--- src/rtl/floor_pkg.sv ---
`default_nettype none
// ============================================================================
// Module   : floor_pkg
// Purpose  : Shared opcodes, response codes, ID prefix, ID class type and
//            postfix helpers for the car-park access controller.
// Revision : 1.0  initial release
// ============================================================================
package floor_pkg;

   // Request opcodes
   localparam logic [1:0] OP_ENTER      = 2'd0;
   localparam logic [1:0] OP_EXIT       = 2'd1;
   localparam logic [1:0] OP_RESTRICT   = 2'd2;
   localparam logic [1:0] OP_UNRESTRICT = 2'd3;

   // Response codes
   localparam logic [3:0] RSP_OK_CHOSEN      = 4'd0;
   localparam logic [3:0] RSP_OK_ALT         = 4'd1;
   localparam logic [3:0] RSP_OK_EXIT        = 4'd2;
   localparam logic [3:0] RSP_ERR_UNKNOWN    = 4'd3;
   localparam logic [3:0] RSP_ERR_STATE      = 4'd4;
   localparam logic [3:0] RSP_ERR_RESTRICTED = 4'd5;
   localparam logic [3:0] RSP_ERR_FULL       = 4'd6;
   localparam logic [3:0] RSP_ERR_NOT_ADMIN  = 4'd7;
   localparam logic [3:0] RSP_ERR_FLOOR      = 4'd8;
   localparam logic [3:0] RSP_OK_ADMIN       = 4'd9;

   // Upper 20 bits shared by every valid ID
   localparam logic [19:0] ID_PREFIX = 20'h20230;

   // Which slice of the ID table an entry belongs to
   typedef enum logic [1:0] {
      CLS_NONE  = 2'd0,
      CLS_USER  = 2'd1,
      CLS_SPEC  = 2'd2,
      CLS_ADMIN = 2'd3
   } id_class_t;

   // Normal user k carries the BCD encoding of 10+k
   function automatic logic [7:0] user_postfix(input int k);
      int v;
      v = 10 + k;
      return {4'(v / 10), 4'(v % 10)};
   endfunction

   // Special user k carries k
   function automatic logic [7:0] special_postfix(input int k);
      return 8'(k);
   endfunction

   // Admin k follows directly after the special users
   function automatic logic [7:0] admin_postfix(input int k, input int n_special);
      return 8'(n_special + k);
   endfunction

endpackage
`default_nettype wire

--- src/rtl/floor_occ_bank.sv ---
`default_nettype none
// ============================================================================
// Module   : floor_occ_bank
// Purpose  : Occupancy counters for every normal floor plus the floor-0
//            special zone, driven by one shared inc/dec port.
// Revision : 1.0  initial release
// ============================================================================
module floor_occ_bank #(
   parameter int N_FLOORS = 2,
   parameter int CAP_NORM = 5,
   parameter int CAP_SPEC = 2,
   parameter int FLR_W    = 1,
   parameter int CNT_W    = 3
) (
   input  logic                      clk,
   input  logic                      rst,
   input  logic                      inc,
   input  logic                      dec,
   input  logic [FLR_W-1:0]          flr_sel,
   input  logic                      spec_sel,
   output logic [N_FLOORS*CNT_W-1:0] occ_norm,
   output logic [CNT_W-1:0]          occ_spec,
   output logic [N_FLOORS-1:0]       flr_full,
   output logic                      spec_full
);

   for (genvar f = 0; f < N_FLOORS; f++) begin : g_floor
      logic [CNT_W-1:0] r_cnt;
      logic             w_sel;

      assign w_sel = !spec_sel && (flr_sel == FLR_W'(f));

      // Saturating up/down counter for normal floor f
      always_ff @(posedge clk or posedge rst) begin
         if (rst) begin
            r_cnt <= '0;
         end else if (inc && w_sel && !flr_full[f]) begin
            r_cnt <= r_cnt + CNT_W'(1);
         end else if (dec && w_sel && (r_cnt != '0)) begin
            r_cnt <= r_cnt - CNT_W'(1);
         end
      end

      assign occ_norm[f*CNT_W +: CNT_W] = r_cnt;
      assign flr_full[f]                = (r_cnt == CNT_W'(CAP_NORM));
   end

   // Saturating up/down counter for the special zone
   always_ff @(posedge clk or posedge rst) begin
      if (rst) begin
         occ_spec <= '0;
      end else if (inc && spec_sel && !spec_full) begin
         occ_spec <= occ_spec + CNT_W'(1);
      end else if (dec && spec_sel && (occ_spec != '0)) begin
         occ_spec <= occ_spec - CNT_W'(1);
      end
   end

   assign spec_full = (occ_spec == CNT_W'(CAP_SPEC));

endmodule
`default_nettype wire

--- src/rtl/floor_access_ctrl.sv ---
`default_nettype none
// ============================================================================
// Module   : floor_access_ctrl
// Purpose  : Multi-floor car-park access controller. Sequential ID table
//            scan, wrap-around floor allocation, occupancy tracking and a
//            coded response on a valid/ready handshake.
// Revision : 1.0  initial release
// ============================================================================
module floor_access_ctrl #(
   parameter int          N_USERS   = 12,
   parameter int          N_SPECIAL = 2,
   parameter int          N_ADMIN   = 2,
   parameter int          N_FLOORS  = 2,
   parameter int          CAP_NORM  = 5,
   parameter int          CAP_SPEC  = 2,
   parameter logic [19:0] ID_PREFIX = floor_pkg::ID_PREFIX,
   localparam int         FLR_W     = $clog2(N_FLOORS),
   localparam int         CNT_W     = $clog2(((CAP_NORM > CAP_SPEC) ? CAP_NORM : CAP_SPEC) + 1)
) (
   input  logic                      clk,
   input  logic                      rst,
   input  logic                      req_valid,
   output logic                      req_ready,
   input  logic [1:0]                req_op,
   input  logic [27:0]               req_id,
   input  logic [FLR_W-1:0]          req_flr,
   input  logic [27:0]               req_admin_id,
   output logic                      rsp_valid,
   input  logic                      rsp_ready,
   output logic [3:0]                rsp_code,
   output logic [FLR_W-1:0]          rsp_flr,
   output logic [N_FLOORS*CNT_W-1:0] occ_norm,
   output logic [CNT_W-1:0]          occ_spec,
   output logic [N_FLOORS-1:0]       flr_full,
   output logic                      spec_full
);
   import floor_pkg::*;

   localparam int N_SCAN = N_USERS + N_SPECIAL + N_ADMIN;
   localparam int SCAN_W = (N_SCAN > 1) ? $clog2(N_SCAN) : 1;
   // Tables are padded to a power of two so the scan index addresses them exactly
   localparam int TAB_N  = 1 << SCAN_W;

   localparam logic [2:0] S_IDLE   = 3'd0;
   localparam logic [2:0] S_SCAN   = 3'd1;
   localparam logic [2:0] S_ALLOC  = 3'd2;
   localparam logic [2:0] S_COMMIT = 3'd3;
   localparam logic [2:0] S_RESP   = 3'd4;

   logic [2:0]                       r_state;
   logic [1:0]                       r_op;
   logic [27:0]                      r_id;
   logic [FLR_W-1:0]                 r_flr;
   logic [27:0]                      r_admin_id;
   logic [SCAN_W-1:0]                r_scan_idx;
   id_class_t                        r_hit_cls;
   logic [SCAN_W-1:0]                r_hit_idx;
   logic                             r_admin_ok;
   logic [FLR_W-1:0]                 r_try_flr;
   logic [FLR_W-1:0]                 r_alloc_cnt;
   logic                             r_alloc_ok;
   logic                             r_alloc_alt;
   logic [FLR_W-1:0]                 r_grant_flr;
   logic [TAB_N-1:0]                 r_inside;
   logic [TAB_N-1:0]                 r_restr;
   logic [TAB_N-1:0][FLR_W-1:0]      r_flr_tab;

   // Constant ID table: class and postfix per scan index
   id_class_t                        cls_tab [TAB_N];
   logic [7:0]                       pf_tab  [TAB_N];

   for (genvar g = 0; g < TAB_N; g++) begin : g_tab
      if (g < N_USERS) begin : g_user
         assign cls_tab[g] = CLS_USER;
         assign pf_tab[g]  = user_postfix(g);
      end else if (g < N_USERS + N_SPECIAL) begin : g_spec
         assign cls_tab[g] = CLS_SPEC;
         assign pf_tab[g]  = special_postfix(g - N_USERS);
      end else if (g < N_SCAN) begin : g_admin
         assign cls_tab[g] = CLS_ADMIN;
         assign pf_tab[g]  = admin_postfix(g - N_USERS - N_SPECIAL, N_SPECIAL);
      end else begin : g_pad
         assign cls_tab[g] = CLS_NONE;
         assign pf_tab[g]  = 8'h00;
      end
   end

   // Scan-cycle comparison against the current table entry (prefix included)
   id_class_t         w_cur_cls;
   logic [27:0]       w_cur_id;
   logic              w_id_hit;
   logic              w_adm_hit;
   id_class_t         w_cls_nxt;
   logic [SCAN_W-1:0] w_idx_nxt;
   logic              w_flr_ok;
   logic              w_need_alloc;

   assign w_cur_cls    = cls_tab[r_scan_idx];
   assign w_cur_id     = {ID_PREFIX, pf_tab[r_scan_idx]};
   assign w_id_hit     = (w_cur_cls != CLS_NONE) && (r_id == w_cur_id);
   assign w_adm_hit    = (w_cur_cls == CLS_ADMIN) && (r_admin_id == w_cur_id);
   assign w_cls_nxt    = w_id_hit ? w_cur_cls : r_hit_cls;
   assign w_idx_nxt    = w_id_hit ? r_scan_idx : r_hit_idx;
   assign w_flr_ok     = ({1'b0, r_flr} < (FLR_W+1)'(N_FLOORS));
   // Allocation only runs when nothing ahead of ERR_FULL can already reject the ENTER
   assign w_need_alloc = (r_op == OP_ENTER) && (w_cls_nxt == CLS_USER) && w_flr_ok
                         && !r_inside[w_idx_nxt] && !r_restr[w_idx_nxt];

   logic w_is_enter, w_is_exit, w_is_adm_op, w_inside, w_restr;
   assign w_is_enter  = (r_op == OP_ENTER);
   assign w_is_exit   = (r_op == OP_EXIT);
   assign w_is_adm_op = (r_op == OP_RESTRICT) || (r_op == OP_UNRESTRICT);
   assign w_inside    = r_inside[r_hit_idx];
   assign w_restr     = r_restr[r_hit_idx];

   logic [3:0]       w_code;
   logic [FLR_W-1:0] w_rsp_flr;

   // Prioritised decision for the latched request
   always_comb begin
      w_code    = RSP_OK_ADMIN;
      w_rsp_flr = '0;
      if ((r_hit_cls == CLS_NONE) || (!w_is_adm_op && (r_hit_cls == CLS_ADMIN))) begin
         w_code = RSP_ERR_UNKNOWN;
      end else if (w_is_adm_op && (!r_admin_ok || (r_hit_cls != CLS_USER))) begin
         w_code = RSP_ERR_NOT_ADMIN;
      end else if (w_is_enter && (r_hit_cls == CLS_USER) && !w_flr_ok) begin
         w_code = RSP_ERR_FLOOR;
      end else if ((w_is_enter && w_inside) || (w_is_exit && !w_inside)) begin
         w_code = RSP_ERR_STATE;
      end else if (w_is_enter && (r_hit_cls == CLS_USER) && w_restr) begin
         w_code = RSP_ERR_RESTRICTED;
      end else if (w_is_enter && (((r_hit_cls == CLS_USER) && !r_alloc_ok) ||
                                  ((r_hit_cls == CLS_SPEC) && spec_full))) begin
         w_code = RSP_ERR_FULL;
      end else if (w_is_enter) begin
         w_code = ((r_hit_cls == CLS_USER) && r_alloc_alt) ? RSP_OK_ALT : RSP_OK_CHOSEN;
         if (r_hit_cls == CLS_USER) w_rsp_flr = r_grant_flr;
      end else if (w_is_exit) begin
         w_code = RSP_OK_EXIT;
         if (r_hit_cls == CLS_USER) w_rsp_flr = r_flr_tab[r_hit_idx];
      end
   end

   logic             w_inc, w_dec;
   logic [FLR_W-1:0] w_bank_flr;
   logic             w_bank_spec;

   assign w_inc       = (r_state == S_COMMIT) && ((w_code == RSP_OK_CHOSEN) || (w_code == RSP_OK_ALT));
   assign w_dec       = (r_state == S_COMMIT) && (w_code == RSP_OK_EXIT);
   assign w_bank_flr  = w_is_enter ? r_grant_flr : r_flr_tab[r_hit_idx];
   assign w_bank_spec = (r_hit_cls == CLS_SPEC);

   floor_occ_bank #(
      .N_FLOORS (N_FLOORS),
      .CAP_NORM (CAP_NORM),
      .CAP_SPEC (CAP_SPEC),
      .FLR_W    (FLR_W),
      .CNT_W    (CNT_W)
   ) u_occ (
      .clk       (clk),
      .rst       (rst),
      .inc       (w_inc),
      .dec       (w_dec),
      .flr_sel   (w_bank_flr),
      .spec_sel  (w_bank_spec),
      .occ_norm  (occ_norm),
      .occ_spec  (occ_spec),
      .flr_full  (flr_full),
      .spec_full (spec_full)
   );

   assign req_ready = (r_state == S_IDLE);
   assign rsp_valid = (r_state == S_RESP);

   // Request FSM, scan/allocation bookkeeping and table updates
   always_ff @(posedge clk or posedge rst) begin
      if (rst) begin
         r_state     <= S_IDLE;
         r_op        <= '0;
         r_id        <= '0;
         r_flr       <= '0;
         r_admin_id  <= '0;
         r_scan_idx  <= '0;
         r_hit_cls   <= CLS_NONE;
         r_hit_idx   <= '0;
         r_admin_ok  <= 1'b0;
         r_try_flr   <= '0;
         r_alloc_cnt <= '0;
         r_alloc_ok  <= 1'b0;
         r_alloc_alt <= 1'b0;
         r_grant_flr <= '0;
         r_inside    <= '0;
         r_restr     <= '0;
         r_flr_tab   <= '0;
         rsp_code    <= '0;
         rsp_flr     <= '0;
      end else begin
         case (r_state)
            S_IDLE: begin
               if (req_valid) begin
                  r_op        <= req_op;
                  r_id        <= req_id;
                  r_flr       <= req_flr;
                  r_admin_id  <= req_admin_id;
                  r_scan_idx  <= '0;
                  r_hit_cls   <= CLS_NONE;
                  r_hit_idx   <= '0;
                  r_admin_ok  <= 1'b0;
                  r_alloc_ok  <= 1'b0;
                  r_alloc_alt <= 1'b0;
                  r_grant_flr <= '0;
                  r_state     <= S_SCAN;
               end
            end
            S_SCAN: begin
               r_hit_cls <= w_cls_nxt;
               r_hit_idx <= w_idx_nxt;
               if (w_adm_hit) r_admin_ok <= 1'b1;
               if (r_scan_idx == SCAN_W'(N_SCAN - 1)) begin
                  r_try_flr   <= r_flr;
                  r_alloc_cnt <= '0;
                  r_state     <= w_need_alloc ? S_ALLOC : S_COMMIT;
               end else begin
                  r_scan_idx <= r_scan_idx + 1'b1;
               end
            end
            S_ALLOC: begin
               if (!flr_full[r_try_flr]) begin
                  r_alloc_ok  <= 1'b1;
                  r_alloc_alt <= (r_alloc_cnt != '0);
                  r_grant_flr <= r_try_flr;
                  r_state     <= S_COMMIT;
               end else if (r_alloc_cnt == FLR_W'(N_FLOORS - 1)) begin
                  r_state <= S_COMMIT;
               end else begin
                  r_try_flr   <= (r_try_flr == FLR_W'(N_FLOORS - 1)) ? '0 : r_try_flr + 1'b1;
                  r_alloc_cnt <= r_alloc_cnt + 1'b1;
               end
            end
            S_COMMIT: begin
               rsp_code <= w_code;
               rsp_flr  <= w_rsp_flr;
               if (w_inc) begin
                  r_inside[r_hit_idx] <= 1'b1;
                  if (r_hit_cls == CLS_USER) r_flr_tab[r_hit_idx] <= r_grant_flr;
               end
               if (w_dec) r_inside[r_hit_idx] <= 1'b0;
               if (w_code == RSP_OK_ADMIN) r_restr[r_hit_idx] <= (r_op == OP_RESTRICT);
               r_state <= S_RESP;
            end
            S_RESP: begin
               if (rsp_ready) r_state <= S_IDLE;
            end
            default: r_state <= S_IDLE;
         endcase
      end
   end

endmodule
`default_nettype wire

--- config.mk ---
export PLATFORM = sky130hd
export DESIGN_NAME = floor_access_ctrl
export DESIGN_NICKNAME = d
export VERILOG_FILES = /design/src/rtl/floor_pkg.sv /design/src/rtl/floor_occ_bank.sv /design/src/rtl/floor_access_ctrl.sv
export SDC_FILE = /design/constraint.sdc
export NUM_CORES = 1
export LEC_CHECK = 0
export BUFFER_PORTS_ARGS = -buffer_cell sky130_fd_sc_hd__buf_2
export CORE_MARGIN = 8
export CORE_UTILIZATION = 53
export CTS_CLUSTER_SIZE = 25
export DETAILED_ROUTE_END_ITERATION = 8
export PLACE_DENSITY = 0.8
export SYNTH_ARGS = -nofsm -noshare
export SYNTH_HDL_FRONTEND = slang
export SYNTH_SLANG_ARGS = --single-unit
--- constraint.sdc ---
create_clock -name clk -period 4.2 [get_ports clk]
set_input_delay 0.42 -clock clk [delete_from_list [all_inputs] [get_ports clk]]
set_output_delay 0.42 -clock clk [all_outputs]
set_load 0.005 [all_outputs]
==> run metrics, run 1 <==
status=finished clean; drt drc=0; #FFs+latches synth=140; Comb power frac=0.247; Internal=between 2 and 3 mW; Max-slew headroom=0.2483; Worst EP arrival=between 4000 and 5000 ps; TritonCTS Buffers=17; first-pass GRT wire length=around 29,000 um; post-synthesis sequential area ratio=0.4892; post-DR wirelength/cell=~16 um; pin count of the biggest net entering global routing=85; P_sw=around 1.6 mW; Fmax=roughly 260 MHz; CTS H-Tree Depth=4; Yosys top cell area share=0.4892; Mapped Cells=between 700 and 800; worst r2r src=r_hit_idx[0]$_DFFE_PP0P_; Tmin final=between 3000 and 4000 ps; endpoints failing setup=0; die area=~17,000 sq um; CP Class=reg -> reg; fin area=approximately 8200 sq um; Clk pwr share=0.308; grt total ovfl=0; Total Routing Usage GR=0.1985; CP bufs+invs=1; vias in the first global route=roughly 5,900; I/O pin cnt=slightly above 80; Post-Place Cells=between 900 and 1,000; Lkg Pwr=3.930 nW; crit-path max cell delay=around 560 ps; count of flip-flops with a built-in enable after synthesis=0; sequential power share=0.445; antenna cells=0; Least-Margin Pin Slew=about 1100 ps; layout cells sized above 1=0.2190; worst-skew pair later-pin latency=430 ps; starting DRC count in detailed routing=493; clk_skew=~11 ps; Data required, critical path=roughly 4500 ps; Placement Cell Area=around 7700 sq um; Final Max Slew Viols=0; Longest Clk Path Bufs=2; max_cap viols=0; Fin. Hold Viols=0; post-synth top area cell=dfrtp_1; antenna violations before repair=0; CP max-delay cell=dfrtp_2; Main synth FF type=dfrtp_1; R2R Setup Slk=350 ps; syn_area_per_cell=around 9.4 sq um; post-layout utilization of the core=0.6222; RSZ-0062 raised after global routing=no; Worst-path clk slew=60 ps; most used cell, CP=mux4_2; largest cells by area after synthesis=dfrtp_1 49%, nand2_1 12%, mux2_2 4.4%; fin nets=894; detailed placer's ending HPWL=approximately 12,000 um; Fin Setup TNS=0 ps; GP Congestion=roughly 0.90; Critical Path, Cell by Cell=mux4_2 -> mux4_2 -> and2_4 -> o21bai_4 -> a2111oi_4 -> buf_4 -> nand2_1 -> fa_1 -> nor4_1 -> a31oi_1 -> xnor2_1; core outline area=between 10,000 and 15,000 sq um; critical path startpoint category=flip-flop; Mapped Area=between 7000 and 8000 sq um; # fillers=1,118; Yosys warnings=0; Yosys cell types=61; P&R area growth vs syn=15.04%; synthesized net count=between 800 and 900; die width=132.2 um; via count=5,692; Non-Filler Instances=1,016; crit end category=flip-flop; Final period util=0.9164; remaining antenna violation count=0; Switching Share=0.3464; DR vias/cell=5.602; peak fanout along the critical path=25; postcts setup bufs=0; die height=approximately 130 um; worst r2r path cells=11; CTS tree=built; DR pass1 iterations=7; RR Endpoint=u_occ.occ_spec[2]$_DFFE_PP0P_; worst vdd ir=between 0.3 and 0.4 mV; Rows=between 40 and 50; final WL=16,700 um; initial core utilization=0.5408; pwr dens=between 500 and 600 nW/um^2; I/O Buffers=81; TritonCTS Sinks=between 100 and 150; Async S/R FF share, synth=1.000; family with the most delay on the worst path=multiplexers; Root Buffer=clkbuf_16; Hold Crit Class=in -> async
cell families after synthesis:
kind of cell,synth area share
multiplexers,0.1214
XOR/XNOR,0.01345
adder cells (fa/ha/maj),0.01153
flip-flops,0.4892
AND/OR/NAND/NOR,0.2386
buffers and inverters,0.02970
AO/OA/AOI/OAI,0.09609
worst max-delay path by stage:
stage,cells after the start,endpoint,start
floorplan,1,asynchronous set/reset pin,rst
global placement,11,u_occ.occ_spec[2]$_DFFE_PP0P_,r_hit_idx[0]$_DFFE_PP0P_
detailed placement,11,u_occ.occ_spec[2]$_DFFE_PP0P_,r_hit_idx[0]$_DFFE_PP0P_
CTS,11,u_occ.occ_spec[2]$_DFFE_PP0P_,r_hit_idx[0]$_DFFE_PP0P_
global route,11,u_occ.occ_spec[2]$_DFFE_PP0P_,r_hit_idx[0]$_DFFE_PP0P_
finish,11,u_occ.occ_spec[2]$_DFFE_PP0P_,r_hit_idx[0]$_DFFE_PP0P_
through the flow:
step	worst slack [ps]	hold WS [ps]	power, mW
6_report	351.2	127.9	4.551
4_1_cts	175.3	156.3	4.581
3_3_place_gp	263.6	450.3	3.120
3_5_place_dp	187.2	455.1	3.166
5_1_grt	92.86	169.7	4.851
2_1_floorplan	27.13	436.9	2.853
routing by layer:
layer,track usage,wire length (um),vias to the layer above,part of all wire
met1,0.2614,7498,2729,0.45
met5,0,0,-,0
met4,0.06183,274,0,0.016
met3,0.06402,1177,26,0.070
li1,-,-,2753,-
met2,0.3054,7751,184,0.46
cells in the final DEF (no fill, tap or decap), drive strengths merged, types with 4 or more instances in the layout:
cell type and instances:
nand3b 5, or2 5, nand2 223, xor2 4
nor3 24, o211ai 5, mux2i 10, a31oi 4
nor4 12, nor2 54, o41ai 4, and2 4
clkbuf 20, clkinvlp 5, dfrtp 140, nor2b 12
nand3 10, inv 12, nor3b 5, nand2b 9
mux4 14, buf 90, o22a 4, o21ai 27
xnor2 7, mux2 38, a21oi 45, nand4 4
what timing repair did:
action | in CTS | in global routing
gates resized for setup | 0 | 1
endpoints found under the setup margin | 0 | 2
hold endpoints to repair | 0 | 0
hold buffers | 0 | 0
final cells by class:
cell class | instances | area [sq um] | share of cell area
Timing Repair Buffer | 90 | 473.0 | 0.05740
Sequential cell | 140 | 3505 | 0.4254
Clock buffer | 20 | 436.7 | 0.05300
Multi-Input combinational cell | 569 | 3450 | 0.4187
Tap cell | 176 | 220.2 | 0.02673
Clock inverter | 12 | 116.4 | 0.01412
Inverter | 9 | 38.79 | 0.004708
power groups by stage:
stage	Clock, mW	Combinational (mW)	Sequential, mW
after global routing	1.49	1.28	2.08
after detailed placement	0	1.12	2.04
after floorplan	0	0.995	1.86
after CTS	1.42	1.14	2.02
after global placement	0	1.10	2.02
final	1.40	1.12	2.03
Yosys cell counts (3+ instances only):
library cell,instances
o41ai_1,4
buf_1,6
xor2_1,4
nor2b_1,12
or3_1,3
nand2_1,223
or2_2,5
mux4_2,14
o211ai_1,5
nand3_1,10
mux2_4,6
nor4b_1,3
mux2_1,4
inv_1,9
nand2b_1,9
xnor2_1,7
nor3b_1,5
o21ai_0,26
mux2i_1,9
mux2_2,28
a21oi_1,45
nor2_1,54
nor4_1,11
a21o_1,3
nand4_1,4
clkbuf_1,33
nor3_1,24
nand3b_1,5
o2111ai_1,3
dfrtp_1,140
o22a_1,4
fa_1,3
a31oi_1,4
state kept, by name (all words and copies together), names as in the netlist, 2 cells and up, named ones only:
register,count
rsp_code,4
r_scan_idx,4
r_admin_id,28
r_hit_cls,2
u_occ.occ_spec,3
r_op,2
u_occ.g_floor.r_cnt,6
r_id,28
r_restr,16
r_inside,13
r_hit_idx,4
r_state,3
r_flr_tab,16
Power figures use the tool's default switching activity.
==> inputs of run 2 (changes only) <==
--- a/config.mk
+++ b/config.mk
@@ -12,4 +12,5 @@
 export DETAILED_ROUTE_END_ITERATION = 8
 export PLACE_DENSITY = 0.8
+export REMOVE_ABC_BUFFERS = 1
 export SYNTH_ARGS = -nofsm -noshare
 export SYNTH_HDL_FRONTEND = slang
==> constraint.sdc (replaced) <==
create_clock -name clk -period 4.2 [get_ports clk]
set_input_delay 0.42 -clock clk [delete_from_list [all_inputs] [get_ports clk]]
set_output_delay 0.42 -clock clk [all_outputs]
set_load 0.1 [all_outputs]
==> run metrics, run 2 (same netlist as run 1, synthesis figures left out) <==
Overall Power=4.809 mW (+5.7%); pwr dens=581.0 nW/um^2 (+5.2%); I/O pin cnt=82 (unchanged); I/O Buffers=81 (unchanged); status=finished clean; Critical Path, Cell by Cell=mux4_2 -> mux4_2 -> and2_4 -> o21bai_4 -> a2111oi_4 -> buf_4 -> nand2_1 -> fa_1 -> nor4_1 -> a31oi_1 -> xnor2_1; Data required, critical path=4510 ps (about the same); initial core utilization=0.5408 (unchanged); endpoints failing setup=0 (unchanged); core outline area=13,240 sq um (unchanged); family with the most delay on the worst path=multiplexers; P&R area growth vs syn=15.57%; Fin. Hold Viols=0 (unchanged); most used cell, CP=mux4_2; Tmin final=3886 ps (+37.67 ps); critical path startpoint category=flip-flop; Max-slew headroom=0.4554 (+0.2071); die height=132.2 um (unchanged); Worst EP arrival=4190 ps (+30 ps); CTS H-Tree Depth=4 (unchanged); Largest regs=r_admin_id: 28 flops, r_id: 28 flops; pin count of the biggest net entering global routing=86 (+1.2%); fin nets=897 (+0.34%); final WL=17,380 um (+4.1%); CP Class=reg -> reg; CP max-delay cell=dfrtp_1; Final Max Slew Viols=0 (unchanged); most common cell after layout, fill and taps aside=nand2_1; postcts setup bufs=0 (unchanged); drt drc=0 (unchanged); GP Congestion=0.9402 (+5.0%); via count=5,897 (+3.6%); TritonCTS Sinks=140 (unchanged); antenna violations before repair=0 (unchanged); crit-path max cell delay=570 ps (about the same); Lkg Pwr=3.962 nW (+0.84%); Placement Cell Area=7707 sq um (+0.29%); Total Routing Usage GR=0.2033 (+0.004793); die width=132.2 um (unchanged); crit end category=flip-flop; Least-Margin Pin Slew=813.8 ps (-313.7 ps); Root Buffer=clkbuf_16; Hold Crit Class=in -> async; fin area=8277 sq um (+0.46%); peak fanout along the critical path=25 (unchanged); Rows=42 (unchanged); Final period util=0.9254 (+0.008969); first-pass GRT wire length=29,330 um (+1.7%); cts hold-fix bufs=0 (unchanged); antenna cells=0 (unchanged); Fmax=257.3 MHz (-0.97%); commonest non-fill, non-tap cells in the layout=222 x nand2_1, 140 x dfrtp_1, 81 x buf_2; CTS tree=built; Fin Setup TNS=0 ps (unchanged); RSZ-0062 raised after global routing=no; max_cap viols=0 (unchanged); Worst-path clk slew=60 ps (about the same); clk_skew=5.555 ps (-5.757 ps); starting DRC count in detailed routing=533 (+8.1%); Post-CTS Resized=0 (unchanged); Hold WS=113.1 ps (-14.74 ps); DR pass1 iterations=7 (unchanged); die area=17,490 sq um (unchanged); # fillers=1,137 (+1.7%); vias in the first global route=5,971 (+2.0%); detailed placer's ending HPWL=12,000 um (+3.4%); remaining antenna violation count=0 (unchanged); worst vdd ir=0.3690 mV (+0.36%); DR vias/cell=5.793 (+3.4%); grt total ovfl=0 (unchanged); post-DR wirelength/cell=17.07 um (+3.9%); TritonCTS Buffers=17 (unchanged); Longest Clk Path Bufs=2 (unchanged); CP bufs+invs=1 (unchanged); layout cells sized above 1=0.2197 (+0.0006673); worst-skew pair later-pin latency=420 ps (about the same)
[run 2: power by group]
part | switching (mW) | internal [mW] | total (mW)
registers | 0.319 | 1.69 | 2.01
logic | 0.877 | 0.478 | 1.35
clock network | 0.563 | 0.885 | 1.45
[run 2: final cells by class]
cell class              count  area [sq um]  share of cell area
clock buffers              21         450.4             0.05442
multi-input cells         569          3450              0.4168
clock inverters            10         118.9             0.01436
repair buffers             93         495.5             0.05986
flip-flops and latches    140          3503              0.4233
inverters                   9         38.79            0.004686
well taps                 176         220.2             0.02661
[run 2: worst paths after layout]
path                                                 start                                    end  slack, ps  cells after the start
worst max-delay path              r_hit_idx[0]$_DFFE_PP0P_          u_occ.occ_spec[2]$_DFFE_PP0P_        310                     11
worst min-delay path                                   rst                   r_id[19]$_DFFE_PP0P_        110                      2
worst max register to register    r_hit_idx[0]$_DFFE_PP0P_          u_occ.occ_spec[2]$_DFFE_PP0P_        310                     11
worst min register to register  r_admin_id[25]$_DFFE_PP0P_             r_admin_id[25]$_DFFE_PP0P_        470                      2
max in group asynchronous                              rst  u_occ.g_floor[1].r_cnt[1]$_DFFE_PP0P_       3150                      3
min in group clk                                 req_id[7]                    r_id[7]$_DFFE_PP0P_        180                      3
[run 2: per-stage QoR]
step / util / setup WS, ps / std cells
after floorplan: - / -1585 / 718
after global placement: 0.5820 / 392.5 / 987
after detailed placement: 0.5820 / 354.1 / 987
after CTS: 0.6250 / 339.9 / 1018
after global routing: 0.6250 / 89.06 / 1018
final: 0.6250 / 313.5 / 1018
[run 2: layer usage]
metal	global-route usage	wire length [um]
met1	0.2669	7774
met2	0.3187	8076
met3	0.05869	1223
met4	0.06372	304
met5	0	0
